### config.mk
export PLATFORM = sky130hd
export DESIGN_NAME = apb_periph_hub
export DESIGN_NICKNAME = d
export VERILOG_FILES = /design/src/rtl/apb_periph_hub.sv
export SDC_FILE = /design/constraint.sdc
export NUM_CORES = 1
export LEC_CHECK = 0
export ABC_AREA = 1
export ABC_CLOCK_PERIOD_IN_PS = 3000
export CAP_MARGIN = 10
export CORE_AREA = 4 4 233 235
export CTS_CLUSTER_DIAMETER = 120
export DETAILED_ROUTE_END_ITERATION = 10
export DIE_AREA = 0 0 237 239
export GPL_ROUTABILITY_DRIVEN = 1
export RECOVER_POWER = 50
export SLEW_MARGIN = 20
export SYNTH_ARGS = -nofsm -noshare
export SYNTH_HDL_FRONTEND = slang
export SYNTH_SLANG_ARGS = --single-unit
### constraint.sdc
create_clock -name clk_i -period 3 [get_ports clk_i]
set_clock_uncertainty 0.1 [all_clocks]
set_input_delay 0.9 -clock clk_i [delete_from_list [all_inputs] [get_ports clk_i]]
set_output_delay 0.9 -clock clk_i [all_outputs]
set_load 0.02 [all_outputs]
### src/rtl/apb_periph_hub.sv
// apb_periph_hub: APB hub with runtime address map, decode-miss errors and fault capture.
// Define APB_HUB_TIMEOUT_EN to add the watchdog that aborts stalled transfers.
module apb_periph_hub #(
    parameter int NumPerip      = 4,
    parameter int AddrWidth     = 32,
    parameter int DataWidth     = 32,
    parameter int TimeoutCycles = 64
) (
    input  logic                          clk_i,
    input  logic                          rst_ni,
    input  logic                          s_psel_i,
    input  logic                          s_penable_i,
    input  logic                          s_pwrite_i,
    input  logic [AddrWidth-1:0]          s_paddr_i,
    input  logic [DataWidth-1:0]          s_pwdata_i,
    output logic [DataWidth-1:0]          s_prdata_o,
    output logic                          s_pready_o,
    output logic                          s_pslverr_o,
    input  logic [NumPerip*AddrWidth-1:0] map_base_i,
    input  logic [NumPerip*AddrWidth-1:0] map_last_i,
    output logic [NumPerip-1:0]           m_psel_o,
    output logic [NumPerip-1:0]           m_penable_o,
    output logic [NumPerip-1:0]           m_pwrite_o,
    output logic [AddrWidth-1:0]          m_paddr_o,
    output logic [DataWidth-1:0]          m_pwdata_o,
    input  logic [NumPerip*DataWidth-1:0] m_prdata_i,
    input  logic [NumPerip-1:0]           m_pready_i,
    input  logic [NumPerip-1:0]           m_pslverr_i,
    output logic                          err_valid_o,
    output logic [1:0]                    err_cause_o,
    output logic [AddrWidth-1:0]          err_addr_o,
    output logic                          err_irq_o,
    input  logic                          err_clr_i
);
    localparam int SelW = NumPerip > 1 ? $clog2(NumPerip) : 1;

    if (NumPerip < 1 || NumPerip > 16 || TimeoutCycles < 2) begin : g_param_err
        $error("apb_periph_hub: illegal parameter value");
    end

`ifdef APB_HUB_TIMEOUT_EN
    typedef enum logic [1:0] {IDLE, ACCESS, ABORT} state_e;
    localparam int WaitW = $clog2(TimeoutCycles);
    logic [WaitW-1:0] wait_q;
`else
    typedef enum logic [1:0] {IDLE, ACCESS} state_e;
`endif

    state_e                state_q;
    logic [SelW-1:0]       sel_q, sel_d;
    logic                  hit_q, hit_d;
    logic                  en_q;
    logic [AddrWidth-1:0]  addr_q;
    logic                  abort, fault;

    assign m_paddr_o  = s_paddr_i;
    assign m_pwdata_o = s_pwdata_i;
    assign m_pwrite_o = {NumPerip{s_pwrite_i}};

    // Scan downwards so the lowest matching port is the last one written.
    always_comb begin
        hit_d = 1'b0;
        sel_d = '0;
        for (int k = NumPerip - 1; k >= 0; k--) begin
            if (map_base_i[k*AddrWidth +: AddrWidth] <= s_paddr_i &&
                s_paddr_i < map_last_i[k*AddrWidth +: AddrWidth]) begin
                hit_d = 1'b1;
                sel_d = SelW'(k);
            end
        end
    end

`ifdef APB_HUB_TIMEOUT_EN
    assign abort = state_q == ABORT;
`else
    assign abort = 1'b0;
`endif
    assign fault = abort || (state_q == ACCESS && s_psel_i && !hit_q);

    // First access cycle is the peripheral's setup phase (en_q low).
    always_comb begin
        m_psel_o    = '0;
        m_penable_o = '0;
        s_pready_o  = 1'b0;
        s_pslverr_o = 1'b0;
        s_prdata_o  = '0;
        if (state_q == ACCESS && hit_q) begin
            m_psel_o[sel_q]    = 1'b1;
            m_penable_o[sel_q] = en_q;
            if (en_q) begin
                s_pready_o  = m_pready_i[sel_q];
                s_pslverr_o = m_pslverr_i[sel_q];
                s_prdata_o  = m_prdata_i[sel_q*DataWidth +: DataWidth];
            end
        end else if (state_q == ACCESS || abort) begin
            s_pready_o  = 1'b1;
            s_pslverr_o = 1'b1;
        end
    end

    always_ff @(posedge clk_i or negedge rst_ni) begin
        if (!rst_ni) begin
            state_q     <= IDLE;
            sel_q       <= '0;
            hit_q       <= 1'b0;
            en_q        <= 1'b0;
            addr_q      <= '0;
            err_valid_o <= 1'b0;
            err_cause_o <= 2'b00;
            err_addr_o  <= '0;
            err_irq_o   <= 1'b0;
`ifdef APB_HUB_TIMEOUT_EN
            wait_q      <= '0;
`endif
        end else begin
            err_irq_o <= fault;
            if (fault && (!err_valid_o || err_clr_i)) begin
                err_valid_o <= 1'b1;
                err_cause_o <= abort ? 2'b10 : 2'b01;
                err_addr_o  <= addr_q;
            end else if (err_clr_i) begin
                err_valid_o <= 1'b0;
                err_cause_o <= 2'b00;
                err_addr_o  <= '0;
            end
            case (state_q)
                IDLE: begin
                    if (s_psel_i && !s_penable_i) begin
                        state_q <= ACCESS;
                        sel_q   <= sel_d;
                        hit_q   <= hit_d;
                        addr_q  <= s_paddr_i;
                        en_q    <= 1'b0;
`ifdef APB_HUB_TIMEOUT_EN
                        wait_q  <= '0;
`endif
                    end
                end
                ACCESS: begin
                    if (!s_psel_i || s_pready_o) begin
                        state_q <= IDLE;
                    end else begin
                        en_q <= 1'b1;
`ifdef APB_HUB_TIMEOUT_EN
                        if (wait_q == WaitW'(TimeoutCycles - 1)) state_q <= ABORT;
                        else wait_q <= wait_q + 1'b1;
`endif
                    end
                end
                default: state_q <= IDLE;
            endcase
        end
    end
endmodule

# Yosys cells after proc, flatten, opt, wreduce, memory -nomap -nowiden
# Index checks and enable logic that the tools add are counted.
# classes
n_bitwise,1
shift,1
n_eq_ne,4
div_mod_pow,0
muxes,35
mul,0
reduce_logical,22
n_addsub,0
magnitude_cmp,10
# op_table
operator,n
$le A32 B32 Y1,4
$lt A32 B32 Y1,4
$mux W32,4
$shiftx A128 B8 Y32,1
$mux W1,16
$mux W2,8
$logic_and A1 B1 Y1,10
$mux W4,2
$and A4 B4 Y4,1
$bmux W1 S2,2
$logic_not A1 Y1,4
$ne A2 B2 Y1 const B,2
$pmux W2 S2,1
$reduce_and A2 Y1,2
$reduce_bool A2 Y1,2
$lt A2 B3 Y1 const B,1
$reduce_and A3 Y1,1
$demux W1 S2,1
$eq A2 B1 Y1 const B,1
$ge A2 B1 Y1 const B,1
$logic_not A2 Y1,1
$logic_or A1 B1 Y1,2
$ne A2 B1 Y1 const B,1
$pmux W1 S2,1
# totals
out_inout_bits,146
ramBits,0
memories,0
romBits,0
latchBits,0
in_bits,462
elab_cells,82
register_bits,74

# Longest topological paths before layout
# Gate-level depths: netlist (run 1).
# depth
word_depth,7
mapped_depth,18
ltp_nobuf,18

# Worst setup path before layout (run 1)
# Ideal clock, no wire load.
# synth_timing
kind,input to output
start,input m_pslverr_i[0]
end,output s_pslverr_o
arrival_time_ps,1498
n_path_buf,0
required_time_ps,2000
path_stages,3
setup_slack_ps,502
cell_sequence,a22o_1 a221oi_1 o22ai_1
# synth_between
elab_chain_len,4
# synth_lines
item,line_no,source
"start, declared",28,"input logic [NumPerip-1:0] m_pslverr_i,"
$bmux W1 S2,92,s_pslverr_o = m_pslverr_i[sel_q];
$mux W1 (not written as such),92,
$mux W1,90,if (en_q) begin
$mux W1,87,if (state_q == ACCESS && hit_q) begin
"end, declared",18,"output logic s_pslverr_o,"
# Every way passes these cells. The select of a mux whose other input is x is not followed.

# Worst setup path after layout (run 1)
# layout_timing
start,input m_prdata_i[25]
end,output s_prdata_o[25]
# layout_between
elab_chain_len,3
# layout_lines
item,line_no,source
"start, declared",26,"input logic [NumPerip*DataWidth-1:0] m_prdata_i,"
$shiftx A128 B8 Y32,93,s_prdata_o = m_prdata_i[sel_q*DataWidth +: DataWidth];
$mux W32,90,
$mux W32,87,
"end, declared",16,"output logic [DataWidth-1:0] s_prdata_o,"
# Every way passes these cells.

==> results of run 1 <==
worst paths after layout:
path                           startpoint             end  slack, ns  cells after the start
max                        m_prdata_i[25]  s_prdata_o[25]       0.04                      4
min                            addr_q[19]      addr_q[19]       0.38                      2
max reg2reg                         hit_q  err_addr_o[16]       0.90                      5
min reg2reg                    addr_q[19]      addr_q[19]       0.38                      2
max in group asynchronous          rst_ni        sel_q[0]       0.61                      1
min in group asynchronous          rst_ni  err_addr_o[20]       0.95                      1
sequential cells by signal, indices dropped and copies added, names as in the netlist:
signal	count
addr_q	32
en_q	1
err_addr_o	32
err_irq_o	1
err_valid_o	1
hit_q	1
sel_q	2
state_q	1
logic make-up after synthesis:
family / after synthesis / synth area share (%)
AND/OR/NAND/NOR: 476 / 19.7
buffers and inverters: 334 / 14.9
adder cells (fa/ha/maj): 252 / 30.4
flip-flops: 71 / 17.1
AO/OA/AOI/OAI: 323 / 17.8
other: 1 / 0.0362
per-stage QoR:
step | power, mW | hold WS (ns) | cell area [µm²]
after floorplan | 2.54 | 0.354 | 10400
final | 5.30 | 0.384 | 17700
after CTS | 5.32 | 0.391 | 17600
after detailed placement | 4.17 | 0.376 | 17200
after global routing | 5.69 | 0.416 | 17700
after global placement | 4.12 | 0.371 | 17200
layout make-up:
| class | count | area, µm² | share of cell area (%) |
|---|---|---|---|
| diodes | 5 | 12.5 | 0.0705 |
| clock buffers | 11 | 253 | 1.42 |
| clock inverters | 5 | 56.3 | 0.317 |
| inverters | 231 | 867 | 4.89 |
| multi-input cells | 1052 | 7320 | 41.2 |
| flip-flops and latches | 71 | 1780 | 10.0 |
| well taps | 688 | 861 | 4.85 |
| repair buffers | 680 | 6600 | 37.2 |
cell usage after synthesis (2+ instances only):
cell type and count:
nor4_2 3, nor2_2 5, and3_1 2, nand2_1 294
buf_1 2, inv_2 4, inv_1 224, buf_2 19
nand3_1 67, a22oi_1 64, nand2_2 4, o21a_1 12
a21o_1 3, nor3_2 2, nor3_1 11, nor2_1 63
o21ai_0 65, o21ai_1 10, a21oi_1 158, dfrtp_1 71
ha_1 252, clkbuf_1 12, nand3b_1 2, clkinv_1 3
nand4_1 19, buf_4 70, o21bai_1 5
power by group through the flow:
stage	combinational [mW]	clock (mW)	sequential [mW]
finish	3.03	1.09	1.18
global route	3.33	1.16	1.20
CTS	3.02	1.13	1.18
detailed placement	2.97	0	1.19
global placement	2.94	0	1.19
floorplan	1.34	0	1.19
routing by layer:
metal,GRT usage [%],vias to the layer above,share of wire [%]
met5,0,-,0.11
met3,4.07,67,6.7
met2,33.4,444,50
met4,6.19,8,3.3
li1,-,6034,-
met1,21.0,5597,40
worst max-delay path, cell delays in order:
cell and delay [ns]:
clkdlybuf4s50_1 0.53, a22oi_1 0.10, a21oi_1 0.24, buf_4 0.19
timing repair:
action	4_1_cts	5_1_grt
setup buffers	3	2
endpoints found under the setup margin	60	19
pin swaps	11	8
gates resized for setup	123	68
==> flow_metrics.py, run 1 <==
metrics = {
    "run_status": {
        "status": "finished with violations",
        "violations": "max-capacitance violations, max-slew violations",
    },
    "grt": {
        "antenna_found_initial": 10,
        "grt_pass1_wl_um": 78700,
        "gr-usage-all-layers_pct": 18.2,
        "overflow": 0,
        "grt_max_degree": 72,
        "grt_pass1_vias": 12800,
    },
    "sta": {
        "max_slew_margin_pct": -23.5,
        "worst_pin_slew_ns": 1.85,
        "worst_slack_ns": 0.0352,
        "fmax_ghz": 0.337,
        "setup_tns_ns": 0,
        "setup_viol": 0,
        "hold_viol_final": 0,
        "rsz0062_at_grt": "true",
        "fin_crit_sh_pct": 98.8,
        "slew_viol_final": 72,
        "period_needed_ns": 2.96,
    },
    "drt": {
        "avgViaCountPerCell": 4.43,
        "wire_per_inst_um": 19.8,
        "remaining_drc_errors": 0,
        "first_pass_iters": 5,
        "dr.first_iter.drc_count": 362,
        "vias": 12200,
        "ant_nets": 0,
        "wl_um": 54200,
    },
    "clock_network": {
        "cts_buffer_depth": 2,
        "clk_pin_slew_ns": 0.05,
        "clk_latency_ns": 0.33,
        "postCtsHoldBufs": 0,
        "clkSinkCount": 71,
        "cts_tree": "done",
        "h-tree-depth": 3,
        "clock-root-buffer": "clkbuf_16",
        "numCtsBuffers": 9,
    },
    "worst_hold_path": {
        "hold_class": "flop to flop",
    },
    "placement": {
        "gp_congestion": 0.915,
        "placed_cells": 2717,
        "place_ws_ns": -0.598,
        "portBuffers": 537,
        "hpwl_um": 48500,
    },
    "synthesis": {
        "avgSynthCellArea_um2": 7.11,
        "seq_area_frac_synth_pct": 17.1,
        "synth-seq-cells": 71,
        "ys_async_sr_fraction_pct": 100,
        "synth_ff_type": "dfrtp_1",
        "synth_area_leaders": "ha_1 30%, dfrtp_1 17%, nand2_1 11%",
        "netlist_area_mm2": 0.0104,
        "synth-edff-count": 0,
        "syn-num-nets": 2171,
        "yosys_warnings": 0,
        "syn-instance-count": 1457,
        "synth_largest_area_cell": "ha_1",
        "synth_top_area_share_pct": 30.4,
        "ys_types": 38,
    },
    "power_and_ir_drop": {
        "pwr-share-comb_pct": 57.2,
        "powerDensity_mw_per_mm2": 299,
        "pwr-share-seq_pct": 22.2,
        "p_sw_mw": 2.02,
        "p_int_mw": 3.28,
        "p_leak_nw": 8.91,
        "p_clk_share_pct": 20.6,
        "ir_worst_vdd_v": 0.000180,
        "swShare_pct": 38.1,
    },
    "worst_setup_path": {
        "critPathCaptureType": "output port",
        "arrival_ns": 1.96,
        "cp.required_ns": 2.00,
        "start_kind": "input port",
        "cp_max_fo": 1,
        "worstSetupPathType": "input port to output port",
    },
    "floorplan": {
        "fp.dieArea_mm2": 0.0566,
        "chipHeight_um": 239,
        "die_x_um": 237,
        "core_mm2": 0.0522,
        "rows": 84,
        "ios": 608,
        "start_util_pct": 19.8,
    },
    "cells_and_area": {
        "drive_above_1_share_pct": 14.3,
        "stdcell_count": 2743,
        "fin_util_pct": 34.0,
        "final_cell_mix": "441 x clkdlybuf4s50_1, 283 x nand2_1, 251 x ha_1",
        "fillers": 5571,
        "area_delta_synth_final_pct": 71.3,
        "mostFrequentLayoutCell": "clkdlybuf4s50_1",
        "final_net_count": 2759,
    },
    "run": {
        "max-cap-violations": 1,
    },
}
Power figures use the tool's default switching activity.
==> run 2, diff against run 1 <==
--- a/config.mk
+++ b/config.mk
@@ -5,7 +5,6 @@
 export SDC_FILE = /design/constraint.sdc
 export NUM_CORES = 1
 export LEC_CHECK = 0
-export ABC_AREA = 1
 export ABC_CLOCK_PERIOD_IN_PS = 3000
 export CAP_MARGIN = 10
 export CORE_AREA = 4 4 233 235
@@ -14,6 +13,7 @@
 export DIE_AREA = 0 0 237 239
 export GPL_ROUTABILITY_DRIVEN = 1
 export RECOVER_POWER = 50
+export SKIP_CTS_REPAIR_TIMING = 1
 export SLEW_MARGIN = 20
 export SYNTH_ARGS = -nofsm -noshare
 export SYNTH_HDL_FRONTEND = slang
==> flow_metrics.py, run 2 <==
metrics = {
    "sta": {
        "fmax_ghz": 0.334,
        "max_slew_margin_pct": 23.7,
        "period_needed_ns": 2.99,
        "rsz0062_at_grt": "true",
        "hold_viol_final": 0,
        "worst_slack_ns": 0.00552,
        "setup_viol": 0,
        "setup_tns_ns": 0,
        "hold_slack_ns": 0.375,
        "slew_viol_final": 0,
        "worst_pin_slew_ns": 1.15,
        "fin_crit_sh_pct": 99.8,
    },
    "grt": {
        "grt_pass1_vias": 12500,
        "antenna_found_initial": 25,
        "grt_pass1_wl_um": 79800,
        "top_usage_layer": "met2",
        "use_met2_pct": 35.9,
        "overflow": 0,
        "grt_max_degree": 65,
        "grt_use_met1_pct": 20.1,
        "met3_usage_pct": 4.51,
        "gr-usage-all-layers_pct": 18.9,
    },
    "worst_setup_path": {
        "critPathCaptureType": "flop",
        "arrival_ns": 3.16,
        "cp.required_ns": 3.17,
        "cp_max_fo": 3,
        "start_kind": "input port",
        "worstSetupPathType": "input port to flop",
    },
    "cells_and_area": {
        "area_delta_synth_final_pct": 88.7,
        "top_regs": "addr_q (32), err_addr_o (32), sel_q (2)",
        "final_cell_mix": "254 x clkdlybuf4s50_1, 229 x dlymetal6s2s_1, 201 x ha_1",
        "drive_above_1_share_pct": 25.6,
        "fin_util_pct": 37.3,
        "fillers": 5290,
        "mostFrequentLayoutCell": "clkdlybuf4s50_1",
        "final_area_mm2": 0.0195,
        "final_net_count": 2574,
    },
    "power_and_ir_drop": {
        "pwr-share-comb_pct": 59.2,
        "p_leak_nw": 10.7,
        "swShare_pct": 35.9,
        "p_clk_share_pct": 18.6,
        "ir_worst_vdd_v": 0.000187,
        "p_int_mw": 3.45,
        "pwr-share-seq_pct": 22.1,
        "powerDensity_mw_per_mm2": 276,
        "p_sw_mw": 1.93,
    },
    "floorplan": {
        "chipHeight_um": 239,
        "ios": 608,
        "core_mm2": 0.0522,
        "fp.dieArea_mm2": 0.0566,
        "start_util_pct": 19.8,
        "die_x_um": 237,
        "rows": 84,
    },
    "clock_network": {
        "clkSinkCount": 71,
        "clock-root-buffer": "clkbuf_16",
        "clk_latency_ns": 0.34,
        "cts_buffer_depth": 2,
        "cts_tree": "done",
        "numCtsBuffers": 9,
        "clk_pin_slew_ns": 0.05,
        "h-tree-depth": 3,
    },
    "synthesis": {
        "synth_area_leaders": "ha_1 31%, dfrtp_1 17%, mux4_2 7.4%",
        "synthSimpleGateAreaFrac_pct": 16.2,
        "ys_types": 50,
        "synth_largest_area_cell": "ha_1",
        "synth_ff_type": "dfrtp_1",
        "ys_async_sr_fraction_pct": 100,
        "synth-adder-area-share_pct": 30.5,
        "netlist_area_mm2": 0.0103,
        "synth-seq-cells": 71,
        "syn-instance-count": 1233,
        "synth-edff-count": 0,
        "synth_top_area_share_pct": 30.5,
        "ys_top_cells_by_count": "252 x ha_1, 164 x inv_1, 118 x nand2_1, 98 x a21oi_1, 91 x o21ai_0",
        "synthXorXnorAreaFrac_pct": 0,
        "synth-compound-area-share_pct": 16.4,
        "syn-num-nets": 1947,
        "synth_top_family_by_area": "adder cells",
        "avgSynthCellArea_um2": 8.38,
        "synth_mux_area_share_pct": 7.50,
        "yosys_warnings": 0,
        "seq_area_frac_synth_pct": 17.2,
        "synthMostInstantiatedCell": "ha_1",
    },
    "drt": {
        "first_pass_iters": 5,
        "ant_nets": 0,
        "dr.first_iter.drc_count": 312,
        "remaining_drc_errors": 0,
        "vias": 11700,
        "wire_per_inst_um": 22.5,
        "avgViaCountPerCell": 4.56,
        "wl_um": 57500,
    },
    "run_status": {
        "status": "complete, no violations",
    },
    "placement": {
        "hpwl_um": 50200,
        "placed_cell_area_mm2": 0.0174,
        "portBuffers": 537,
        "place_ws_ns": -1.09,
        "gp_congestion": 0.952,
    },
    "run": {
        "max-cap-violations": 0,
    },
    "worst_hold_path": {
        "hold_class": "flop to flop",
    },
}
-- run 2: cell types whose count changed after synthesis, sizes merged, moves of 15 or more --
| cell | before | now |
|---|---|---|
| nand2 | 298 | 118 |
| inv | 228 | 164 |
| a22oi | 64 | 1 |
| a21oi | 158 | 98 |
| nand3 | 67 | 13 |
| nor2b | 0 | 44 |
| nand2b | 0 | 39 |
| nor2 | 68 | 31 |
| a21o | 3 | 37 |
| mux4 | 0 | 34 |
| o21ai | 76 | 103 |
| nand4 | 19 | 40 |
| buf | 91 | 76 |
-- run 2: area by class of cell --
cell class                 instances  area, µm²  share of cell area [%]
inverter                         164        621                    3.18
tap                              688        861                    4.41
clock buffer                      11        243                    1.24
clock inverter                     5       33.8                   0.173
timing repair buffer             714       7480                    38.4
multi-input combinational        900       8470                    43.4
antenna                            7       17.5                  0.0898
sequential                        71       1780                    9.13
-- run 2: power by group through the flow --
stage	clock (mW)	combinational, mW	sequential (mW)
4_1_cts	1.05	2.88	1.18
2_1_floorplan	0	1.40	1.18
3_3_place_gp	0	2.83	1.20
5_1_grt	1.08	3.46	1.21
6_report	1.00	3.18	1.19
3_5_place_dp	0	2.86	1.20
-- run 2: path summary, 6_finish.rpt --
check	start	to	slack, ns	depth (start not counted)
worst max register to register	hit_q	err_addr_o[31]	0.82	5
worst min register to register	addr_q[16]	err_addr_o[16]	0.38	2
min in group asynchronous	rst_ni	err_addr_o[28]	0.68	1
worst min-delay path	addr_q[16]	err_addr_o[16]	0.38	2
max in group asynchronous	rst_ni	addr_q[8]	0.78	2
worst max-delay path	map_base_i[40]	sel_q[1]	0.006	11
-- run 2: stage by stage --
| step | total power, mW | std cells |
|---|---|---|
| finish | 5.38 | 2560 |
| CTS | 5.11 | 2538 |
| global route | 5.74 | 2558 |
| detailed placement | 4.06 | 2522 |
| global placement | 4.02 | 2522 |
| floorplan | 2.58 | 1233 |
-- run 2: layer usage --
metal	part of all wire (%)	up-vias
met5	0.26	-
met4	4.7	22
met3	6.4	132
met2	52	487
met1	37	5453
li1	-	5591
-- run 2: cell families (layout without fill, tap and decap cells) --
family,after synthesis,in the layout
AO/OA/AOI/OAI,286,286
buffers and inverters,262,894
other,1,8
multiplexers,35,35
flip-flops,71,71
AND/OR/NAND/NOR,326,326
adder cells (fa/ha/maj),252,252
-- run 2: critical path: stages --
cell	delay [ns]
clkdlybuf4s50_1	0.44
ha_1	0.28
nand4_1	0.18
buf_4	0.20
nor2_1	0.10
a221o_1	0.17
nor3_2	0.06
or3b_4	0.42
a31oi_4	0.17
nand2_1	0.09
o21ai_2	0.15
